<file path="config.mk">
export PLATFORM = sky130hd
export DESIGN_NAME = neighbor_table_builder
export DESIGN_NICKNAME = d
export VERILOG_FILES = /design/src/rtl/neighbor_table_builder.sv
export SDC_FILE = /design/constraint.sdc
export NUM_CORES = 1
export LEC_CHECK = 0
export CORE_MARGIN = 4
export CORE_UTILIZATION = 24
export CTS_CLUSTER_SIZE = 30
export DETAILED_ROUTE_END_ITERATION = 16
export HOLD_SLACK_MARGIN = 0.02
export RECOVER_POWER = 25
export SLEW_MARGIN = 20
export SYNTH_ARGS = -nofsm -noshare
export SYNTH_HDL_FRONTEND = slang
export SYNTH_SLANG_ARGS = --single-unit
</file>
<file path="constraint.sdc">
create_clock -name clk -period 24.6 [get_ports clk]
set_input_delay 3.69 -clock clk [delete_from_list [all_inputs] [get_ports clk]]
set_output_delay 3.69 -clock clk [all_outputs]
set_load 0.05 [all_outputs]
</file>
<file path="src/rtl/neighbor_table_builder.sv">
// Walks the OBJ face list and builds a strided per-vertex adjacency table in NBR RAM.
// Build option: define NBR_CLEAR_EN to zero the table words 0..V*STRIDE-1 before the face walk.
module neighbor_table_builder #(
  parameter int ADDR_W  = 9,
  parameter int DATA_W  = 32,
  parameter int MAX_NBR = 10,
  parameter int CNT_W   = $clog2(MAX_NBR + 1)
) (
  input  logic                clk,
  input  logic                rst,
  input  logic                start,
  input  logic [DATA_W-1:0]   RAM_OBJ_Do,
  input  logic [DATA_W-1:0]   RAM_NBR_Do,
  output logic                RAM_OBJ_EN,
  output logic                RAM_NBR_EN,
  output logic [ADDR_W-1:0]   RAM_OBJ_A,
  output logic [ADDR_W-1:0]   RAM_NBR_A,
  output logic [DATA_W/8-1:0] RAM_OBJ_WE,
  output logic [DATA_W/8-1:0] RAM_NBR_WE,
  output logic [DATA_W-1:0]   RAM_OBJ_Di,
  output logic [DATA_W-1:0]   RAM_NBR_Di,
  output logic                busy,
  output logic                done,
  output logic                overflow,
  output logic                err,
  output logic [3:0]          state_dbg
);

  localparam int STRIDE = MAX_NBR + 1;
  localparam int BE_W   = DATA_W / 8;
  localparam int PW     = DATA_W + 32;
  localparam logic [ADDR_W-1:0] STRIDE_A  = ADDR_W'(STRIDE);
  localparam logic [PW-1:0]     TBL_LIMIT = PW'(1) << ADDR_W;
  localparam logic [CNT_W-1:0]  CNT_MAX   = CNT_W'(MAX_NBR);

  typedef enum logic [3:0] {
    S_IDLE, S_RD_V, S_RD_F, S_CLEAR, S_RD_FACE,
    S_PAIR, S_LOOKUP, S_SCAN, S_APPEND, S_DONE
  } state_t;

  state_t              state_q, state_d;
  logic [2:0]          ph_q, ph_d;
  logic                obj_en_q, obj_en_d, nbr_en_q, nbr_en_d;
  logic [ADDR_W-1:0]   obj_a_q, obj_a_d, nbr_a_q, nbr_a_d;
  logic [BE_W-1:0]     nbr_we_q, nbr_we_d;
  logic [DATA_W-1:0]   nbr_di_q, nbr_di_d;
  logic                busy_q, busy_d, done_q, done_d;
  logic                ovf_q, ovf_d, err_q, err_d;
  logic [DATA_W-1:0]   v_q, v_d, f_q, f_d, face_n_q, face_n_d;
  logic [DATA_W-1:0]   ia_q, ia_d, ib_q, ib_d, ic_q, ic_d;
  logic [ADDR_W-1:0]   fptr_q, fptr_d, base_q, base_d;
  logic [2:0]          pair_q, pair_d;
  logic [CNT_W-1:0]    cnt_q, cnt_d, slot_q, slot_d;
`ifdef NBR_CLEAR_EN
  logic [ADDR_W:0]     clr_n_q, clr_n_d, tbl_n_q, tbl_n_d;
`endif

  logic [DATA_W-1:0]   curr, test;
  logic [ADDR_W-1:0]   base_calc;
  logic [PW-1:0]       tbl_words;
  logic                adv_pair, go_done, decide;
  logic [CNT_W-1:0]    dec_cnt;

  function automatic logic idx_bad(input logic [DATA_W-1:0] x, input logic [DATA_W-1:0] v);
    return (x == '0) || (x > v);
  endfunction

  // Ordered pairs (a,b),(a,c),(b,a),(b,c),(c,a),(c,b)
  always_comb begin
    curr = ia_q;
    test = ib_q;
    case (pair_q)
      3'd1:    begin curr = ia_q; test = ic_q; end
      3'd2:    begin curr = ib_q; test = ia_q; end
      3'd3:    begin curr = ib_q; test = ic_q; end
      3'd4:    begin curr = ic_q; test = ia_q; end
      3'd5:    begin curr = ic_q; test = ib_q; end
      default: begin curr = ia_q; test = ib_q; end
    endcase
  end

  assign base_calc = (curr[ADDR_W-1:0] - ADDR_W'(1)) * STRIDE_A;
  assign tbl_words = PW'(v_q) * PW'(STRIDE);

  always_comb begin
    state_d  = state_q;   ph_d     = ph_q;
    obj_en_d = obj_en_q;  nbr_en_d = nbr_en_q;
    obj_a_d  = obj_a_q;   nbr_a_d  = nbr_a_q;
    nbr_we_d = nbr_we_q;  nbr_di_d = nbr_di_q;
    busy_d   = busy_q;    done_d   = 1'b0;
    ovf_d    = ovf_q;     err_d    = err_q;
    v_d      = v_q;       f_d      = f_q;      face_n_d = face_n_q;
    ia_d     = ia_q;      ib_d     = ib_q;     ic_d     = ic_q;
    fptr_d   = fptr_q;    base_d   = base_q;   pair_d   = pair_q;
    cnt_d    = cnt_q;     slot_d   = slot_q;
`ifdef NBR_CLEAR_EN
    clr_n_d  = clr_n_q;   tbl_n_d  = tbl_n_q;
`endif
    adv_pair = 1'b0;
    go_done  = 1'b0;
    decide   = 1'b0;
    dec_cnt  = '0;

    case (state_q)
      S_IDLE: begin
        if (start) begin
          state_d  = S_RD_V;
          ph_d     = 3'd0;
          busy_d   = 1'b1;
          ovf_d    = 1'b0;
          err_d    = 1'b0;
          obj_en_d = 1'b1;
          obj_a_d  = '0;
        end
      end
      S_RD_V: begin
        if (ph_q == 3'd0) ph_d = 3'd1;
        else begin
          v_d     = RAM_OBJ_Do;
          obj_a_d = RAM_OBJ_Do[ADDR_W-1:0] * ADDR_W'(3) + ADDR_W'(1);
          state_d = S_RD_F;
          ph_d    = 3'd0;
        end
      end
      S_RD_F: begin
        if (ph_q == 3'd0) ph_d = 3'd1;
        else begin
          f_d      = RAM_OBJ_Do;
          fptr_d   = obj_a_q + ADDR_W'(1);
          face_n_d = '0;
          obj_en_d = 1'b0;
          ph_d     = 3'd0;
          if (tbl_words > TBL_LIMIT) begin
            err_d   = 1'b1;
            go_done = 1'b1;
          end else begin
`ifdef NBR_CLEAR_EN
            tbl_n_d = tbl_words[ADDR_W:0];
            if (tbl_words == '0) state_d = S_RD_FACE;
            else begin
              state_d  = S_CLEAR;
              nbr_en_d = 1'b1;
              nbr_we_d = '1;
              nbr_di_d = '0;
              nbr_a_d  = '0;
              clr_n_d  = (ADDR_W+1)'(1);
            end
`else
            state_d = S_RD_FACE;
`endif
          end
        end
      end
`ifdef NBR_CLEAR_EN
      S_CLEAR: begin
        if (clr_n_q == tbl_n_q) begin
          nbr_en_d = 1'b0;
          nbr_we_d = '0;
          state_d  = S_RD_FACE;
          ph_d     = 3'd0;
        end else begin
          nbr_a_d = clr_n_q[ADDR_W-1:0];
          clr_n_d = clr_n_q + (ADDR_W+1)'(1);
        end
      end
`endif
      // Three back-to-back reads; data for address k lands two phases later
      S_RD_FACE: begin
        case (ph_q)
          3'd0: begin
            if (face_n_q == f_q) go_done = 1'b1;
            else begin
              obj_en_d = 1'b1;
              obj_a_d  = fptr_q;
              fptr_d   = fptr_q + ADDR_W'(1);
              ph_d     = 3'd1;
            end
          end
          3'd1: begin
            obj_a_d = fptr_q;
            fptr_d  = fptr_q + ADDR_W'(1);
            ph_d    = 3'd2;
          end
          3'd2: begin
            obj_a_d = fptr_q;
            fptr_d  = fptr_q + ADDR_W'(1);
            ia_d    = RAM_OBJ_Do;
            ph_d    = 3'd3;
          end
          3'd3: begin
            ib_d     = RAM_OBJ_Do;
            obj_en_d = 1'b0;
            ph_d     = 3'd4;
          end
          default: begin
            ic_d     = RAM_OBJ_Do;
            face_n_d = face_n_q + DATA_W'(1);
            ph_d     = 3'd0;
            if (idx_bad(ia_q, v_q) || idx_bad(ib_q, v_q) || idx_bad(RAM_OBJ_Do, v_q))
              err_d = 1'b1;
            else begin
              state_d = S_PAIR;
              pair_d  = 3'd0;
            end
          end
        endcase
      end
      S_PAIR: begin
        if (curr == test) adv_pair = 1'b1;
        else begin
          base_d   = base_calc;
          nbr_en_d = 1'b1;
          nbr_a_d  = base_calc;
          state_d  = S_LOOKUP;
          ph_d     = 3'd0;
        end
      end
      // Slot 1 is requested speculatively while the count is still in flight
      S_LOOKUP: begin
        if (ph_q == 3'd0) begin
          nbr_a_d = base_q + ADDR_W'(1);
          ph_d    = 3'd1;
        end else begin
          cnt_d   = RAM_NBR_Do[CNT_W-1:0];
          nbr_a_d = nbr_a_q + ADDR_W'(1);
          if (RAM_NBR_Do[CNT_W-1:0] == '0) begin
            decide  = 1'b1;
            dec_cnt = '0;
          end else begin
            state_d = S_SCAN;
            slot_d  = CNT_W'(1);
          end
        end
      end
      S_SCAN: begin
        nbr_a_d = nbr_a_q + ADDR_W'(1);
        if (RAM_NBR_Do == test) adv_pair = 1'b1;
        else if (slot_q == cnt_q) begin
          decide  = 1'b1;
          dec_cnt = cnt_q;
        end else slot_d = slot_q + CNT_W'(1);
      end
      S_APPEND: begin
        if (ph_q == 3'd0) begin
          nbr_a_d  = base_q;
          nbr_di_d = DATA_W'(cnt_q) + DATA_W'(1);
          ph_d     = 3'd1;
        end else adv_pair = 1'b1;
      end
      S_DONE: state_d = S_IDLE;
      default: state_d = S_IDLE;
    endcase

    if (decide) begin
      if (dec_cnt >= CNT_MAX) begin
        ovf_d    = 1'b1;
        adv_pair = 1'b1;
      end else begin
        state_d  = S_APPEND;
        ph_d     = 3'd0;
        cnt_d    = dec_cnt;
        nbr_a_d  = base_q + ADDR_W'(dec_cnt) + ADDR_W'(1);
        nbr_we_d = '1;
        nbr_di_d = test;
      end
    end

    if (adv_pair) begin
      nbr_en_d = 1'b0;
      nbr_we_d = '0;
      if (pair_q == 3'd5) begin
        state_d = S_RD_FACE;
        ph_d    = 3'd0;
      end else begin
        pair_d  = pair_q + 3'd1;
        state_d = S_PAIR;
      end
    end

    if (go_done) begin
      state_d  = S_DONE;
      busy_d   = 1'b0;
      done_d   = 1'b1;
      obj_en_d = 1'b0;
      nbr_en_d = 1'b0;
      nbr_we_d = '0;
    end
  end

  always_ff @(posedge clk or posedge rst) begin
    if (rst) begin
      state_q  <= S_IDLE;   ph_q     <= '0;
      obj_en_q <= 1'b0;     nbr_en_q <= 1'b0;
      obj_a_q  <= '0;       nbr_a_q  <= '0;
      nbr_we_q <= '0;       nbr_di_q <= '0;
      busy_q   <= 1'b0;     done_q   <= 1'b0;
      ovf_q    <= 1'b0;     err_q    <= 1'b0;
      v_q      <= '0;       f_q      <= '0;     face_n_q <= '0;
      ia_q     <= '0;       ib_q     <= '0;     ic_q     <= '0;
      fptr_q   <= '0;       base_q   <= '0;     pair_q   <= '0;
      cnt_q    <= '0;       slot_q   <= '0;
`ifdef NBR_CLEAR_EN
      clr_n_q  <= '0;       tbl_n_q  <= '0;
`endif
    end else begin
      state_q  <= state_d;  ph_q     <= ph_d;
      obj_en_q <= obj_en_d; nbr_en_q <= nbr_en_d;
      obj_a_q  <= obj_a_d;  nbr_a_q  <= nbr_a_d;
      nbr_we_q <= nbr_we_d; nbr_di_q <= nbr_di_d;
      busy_q   <= busy_d;   done_q   <= done_d;
      ovf_q    <= ovf_d;    err_q    <= err_d;
      v_q      <= v_d;      f_q      <= f_d;    face_n_q <= face_n_d;
      ia_q     <= ia_d;     ib_q     <= ib_d;   ic_q     <= ic_d;
      fptr_q   <= fptr_d;   base_q   <= base_d; pair_q   <= pair_d;
      cnt_q    <= cnt_d;    slot_q   <= slot_d;
`ifdef NBR_CLEAR_EN
      clr_n_q  <= clr_n_d;  tbl_n_q  <= tbl_n_d;
`endif
    end
  end

  assign RAM_OBJ_EN = obj_en_q;
  assign RAM_OBJ_A  = obj_a_q;
  assign RAM_OBJ_WE = '0;
  assign RAM_OBJ_Di = '0;
  assign RAM_NBR_EN = nbr_en_q;
  assign RAM_NBR_A  = nbr_a_q;
  assign RAM_NBR_WE = nbr_we_q;
  assign RAM_NBR_Di = nbr_di_q;
  assign busy       = busy_q;
  assign done       = done_q;
  assign overflow   = ovf_q;
  assign err        = err_q;
  assign state_dbg  = state_q;

endmodule

</file>
==> results.py <==
metrics = {
    "outcome": {
        "run_status": "complete, but fails checks",
        "violations": "max-capacitance violations, max-slew violations",
    },
    "cells_and_area": {
        "layout-drive-gt1-share_pct": 7.860,
        "layout.filler_cells": 9719,
        "final-instance-count-excl-fill": 3852,
        "number_of_nets_in_the_final_layout": 2942,
        "seqCellArea_sq_um": 7132,
        "multi_input_gate_area_sq_um": 13800,
        "syn2layout_area_growth_pct": 16.55,
    },
    "job": {
        "maxCapViolations": 1,
    },
    "global_route": {
        "globalRoute.totalOverflow": 0,
        "pin_count_of_the_biggest_net_entering_global_routing": 77,
        "global_route_wire_length_before_repair_mm": 116.2,
        "grt.total_usage_pct": 15.18,
        "globalRouteMet1Util_pct": 20.78,
        "use_met2_pct": 23.92,
        "grt-busiest-layer": "met2",
        "grt_pass1_vias": 18498,
        "grt_antenna_before_repair": 18,
        "use_met3_pct": 3.707,
    },
    "yosys": {
        "synth_cell_type_count": 87,
        "synthTopCellsByArea": "sky130_fd_sc_hd__dfrtp_1, sky130_fd_sc_hd__ha_1, sky130_fd_sc_hd__nand2_1",
        "synth-edff-count": 0,
        "share_of_synthesized_area_occupied_by_flip_flops_and_latches_pct": 32.12,
        "synth_largest_type_area_fraction_pct": 32.12,
        "synth.cell_area_sq_um": 22210,
        "yosys_register_bits": 285,
        "post_synthesis_async_set_or_reset_flop_share_pct": 100.0,
        "syn-instance-count": 2532,
        "synth_area_leader_cell": "sky130_fd_sc_hd__dfrtp_1",
        "synth_warnings": 0,
        "synthesis.area_per_instance_sq_um": 8.770,
        "postSynth.topFlopCell": "sky130_fd_sc_hd__dfrtp_1",
    },
    "timing": {
        "max_freq_ghz": 0.1369,
        "timing.final.hold_violations": 0,
        "grt_setup_unrepaired": "false",
        "fin_skew_ps": 35.18,
        "maxSlewViolCount": 76,
        "fin_tns_setup_ps": 0,
        "finalWorstPathRequiredPeriod_ps": 7305,
        "setup_viol": 0,
        "min_period_over_period_pct": 29.69,
        "tightest_slew_ps": 3429,
        "timing.max_slew.rel_slack_pct": -129.9,
    },
    "setup_path": {
        "path_class": "input pin to async pin",
        "crit_fanout": 75,
        "worst_setup_end_kind": "async pin",
        "cp_slowest_stage_delay_ps": 1910,
        "launching_element_type_of_the_critical_path": "input pin",
        "critical_path_cell_count": 5,
        "worst-endpoint-required_ps": 25310,
        "critPathArrivalTime_ps": 8010,
        "reg2reg_setup_slack_ps": 18660,
        "cpLargestDelayFamily": "buffers and inverters",
        "cp_dominant_cell_by_count": "sky130_fd_sc_hd__buf_4",
        "critical-path-slowest-cell": "sky130_fd_sc_hd__clkinvlp_2",
        "r2r_cells": 22,
        "timing.critical_path.buf_inv": 5,
        "crit_path_cell_trace": "dlygate4sd3_1, clkinvlp_2, buf_4, buf_4, buf_16",
    },
    "route": {
        "drt.antenna.violating_nets": 0,
        "drc_errors": 0,
        "number_of_vias_after_detailed_routing": 19668,
        "drt-initial-drc-count": 1829,
        "drt_wl_total_mm": 76.60,
        "post_drt_via_cell_ratio": 5.106,
        "routed_wire_length_per_instance_um": 19.88,
        "detailedRoute.firstPassIterationCount": 9,
    },
    "floorplanning": {
        "floorplan_row_count": 111,
        "initial_util_pct": 24.23,
        "fp.dieArea_sq_um": 97460,
        "top_level_ports": 167,
        "die_y_um": 312.2,
        "placeable_core_region_sq_um": 91660,
        "fp.dieW_um": 312.2,
    },
    "placed_design": {
        "gpl.final_weighted_congestion": 0.9120,
        "detailedPlacementHpwl_mm": 57.77,
        "count_of_input_and_output_buffers": 130,
        "placed_cells": 3783,
    },
    "clock_network": {
        "worstSkewPairLatency_ps": 580,
        "cts_tree": "built",
        "cts.reportedPaths.clkPinSlew_ps": 60,
        "cts_setup_buffers": 0,
        "h-tree-depth": 2,
        "clk_root_buffer_cell": "sky130_fd_sc_hd__clkbuf_16",
        "ctsLongestPathBuffers": 3,
        "cts_repair_resize_count": 0,
        "cts_hold_buf": 0,
        "numCtsBuffers": 35,
        "numClockSinks": 285,
    },
    "worst_hold_path": {
        "min_path_cells": 2,
        "min-delay-path-class": "flop to flop",
    },
}
==> cells by family after synthesis <==
logic type / share of synthesized area, %
flip-flops: 32.12
adder cells (fa/ha/maj): 14.74
XOR/XNOR: 6.350
AND/OR/NAND/NOR: 18.21
multiplexers: 5.454
buffers and inverters: 6.564
other: 0.01689
AO/OA/AOI/OAI: 16.55
==> synth_stat cells, types with 30 or more instances <==
cell type and count:
sky130_fd_sc_hd__xnor2_1 118, sky130_fd_sc_hd__and2_1 32, sky130_fd_sc_hd__nor4_1 38, sky130_fd_sc_hd__inv_1 200, sky130_fd_sc_hd__nand2_1 331, sky130_fd_sc_hd__buf_4 39
sky130_fd_sc_hd__dfrtp_1 285, sky130_fd_sc_hd__ha_1 204, sky130_fd_sc_hd__fa_1 36, sky130_fd_sc_hd__mux2_2 92, sky130_fd_sc_hd__a21oi_1 142, sky130_fd_sc_hd__clkbuf_1 77
sky130_fd_sc_hd__a222oi_1 30, sky130_fd_sc_hd__nand4_1 71, sky130_fd_sc_hd__o21ai_0 174, sky130_fd_sc_hd__xor2_1 43, sky130_fd_sc_hd__nor2_1 136, sky130_fd_sc_hd__nand3_1 79
==> layer usage <==
metal / vias to the layer above / routed length [um]
li1: 9211 / -
met1: 9545 / 33580
met2: 768 / 34400
met3: 142 / 6370
met4: 2 / 2238
met5: - / 13
==> area by class of cell <==
class,instances,area share (%)
antenna,7,0.06768
clock buffer,47,3.795
clock inverter,14,0.5463
inverter,203,2.949
multi-input combinational,1943,53.30
sequential,285,27.56
tap,1186,5.734
timing repair buffer,167,6.048
==> state kept, by name (all words and copies together) (netlist names), 9 cells and up <==
register,cells
RAM_NBR_Di,32
f_q,32
face_n_q,32
ia_q,32
ib_q,32
ic_q,32
v_q,32
RAM_NBR_A,9
RAM_OBJ_A,9
base_q,9
fptr_q,9
==> metrics by stage <==
step           instance area, sq um  utilization [%]  hold slack [ps]  setup WS, ps
2_1_floorplan                 22340                -            449.7         13050
3_3_place_gp                  24760            27.01            465.2         16970
3_5_place_dp                  24760            27.01            485.2         16930
4_1_cts                       25880            28.24            498.3         17490
5_1_grt                       25870            28.22            519.3         16530
6_report                      25880            28.24            492.9         17300
==> layout by cell type, fill, tap and decap left out, types with 43 or more instances in the layout <==
cell                              Yosys  routed
sky130_fd_sc_hd__mux2_2              92      92
sky130_fd_sc_hd__nand2_1            331     331
sky130_fd_sc_hd__nand4_1             71      71
sky130_fd_sc_hd__inv_1              200     199
sky130_fd_sc_hd__dfrtp_1            285     285
sky130_fd_sc_hd__xor2_1              43      43
sky130_fd_sc_hd__o21ai_0            174     174
sky130_fd_sc_hd__nor2_1             136     134
sky130_fd_sc_hd__ha_1               204     204
sky130_fd_sc_hd__nand3_1             79      78
sky130_fd_sc_hd__clkdlybuf4s50_1      0     102
sky130_fd_sc_hd__a21oi_1            142     142
sky130_fd_sc_hd__xnor2_1            118     118
==> path summary, 6_finish.rpt <==
| check | from | end |
|---|---|---|
| min | fptr_q[0] | fptr_q[0] |
| min reg2reg | fptr_q[0] | fptr_q[0] |
| max | rst | slot_q[3] |
| max in group clk | RAM_OBJ_Do[25] | pair_q[2] |
| max reg2reg | pair_q[2] | RAM_NBR_A[8] |
| min in group asynchronous | rst | face_n_q[27] |
==> worst register-to-register path, cell delays in order (launching register included) <==
cell and delay [ps]:
sky130_fd_sc_hd__dfrtp_1 480, sky130_fd_sc_hd__inv_2 140, sky130_fd_sc_hd__ha_1 550, sky130_fd_sc_hd__or3_1 240, sky130_fd_sc_hd__o41ai_4 80, sky130_fd_sc_hd__buf_4 290, sky130_fd_sc_hd__a222oi_1 930, sky130_fd_sc_hd__ha_1 360
sky130_fd_sc_hd__and3_1 220, sky130_fd_sc_hd__xnor2_1 120, sky130_fd_sc_hd__ha_1 330, sky130_fd_sc_hd__inv_1 50, sky130_fd_sc_hd__fa_1 490, sky130_fd_sc_hd__inv_1 40, sky130_fd_sc_hd__ha_1 300, sky130_fd_sc_hd__inv_1 60
sky130_fd_sc_hd__o21bai_1 260, sky130_fd_sc_hd__a21o_1 170, sky130_fd_sc_hd__a21oi_1 70, sky130_fd_sc_hd__xnor2_1 190, sky130_fd_sc_hd__xor2_1 190, sky130_fd_sc_hd__nand2_1 110, sky130_fd_sc_hd__a41oi_1 180
Power is not shown: default switching activity piles up to over one toggle a cycle in this logic, so the estimate is an artifact.
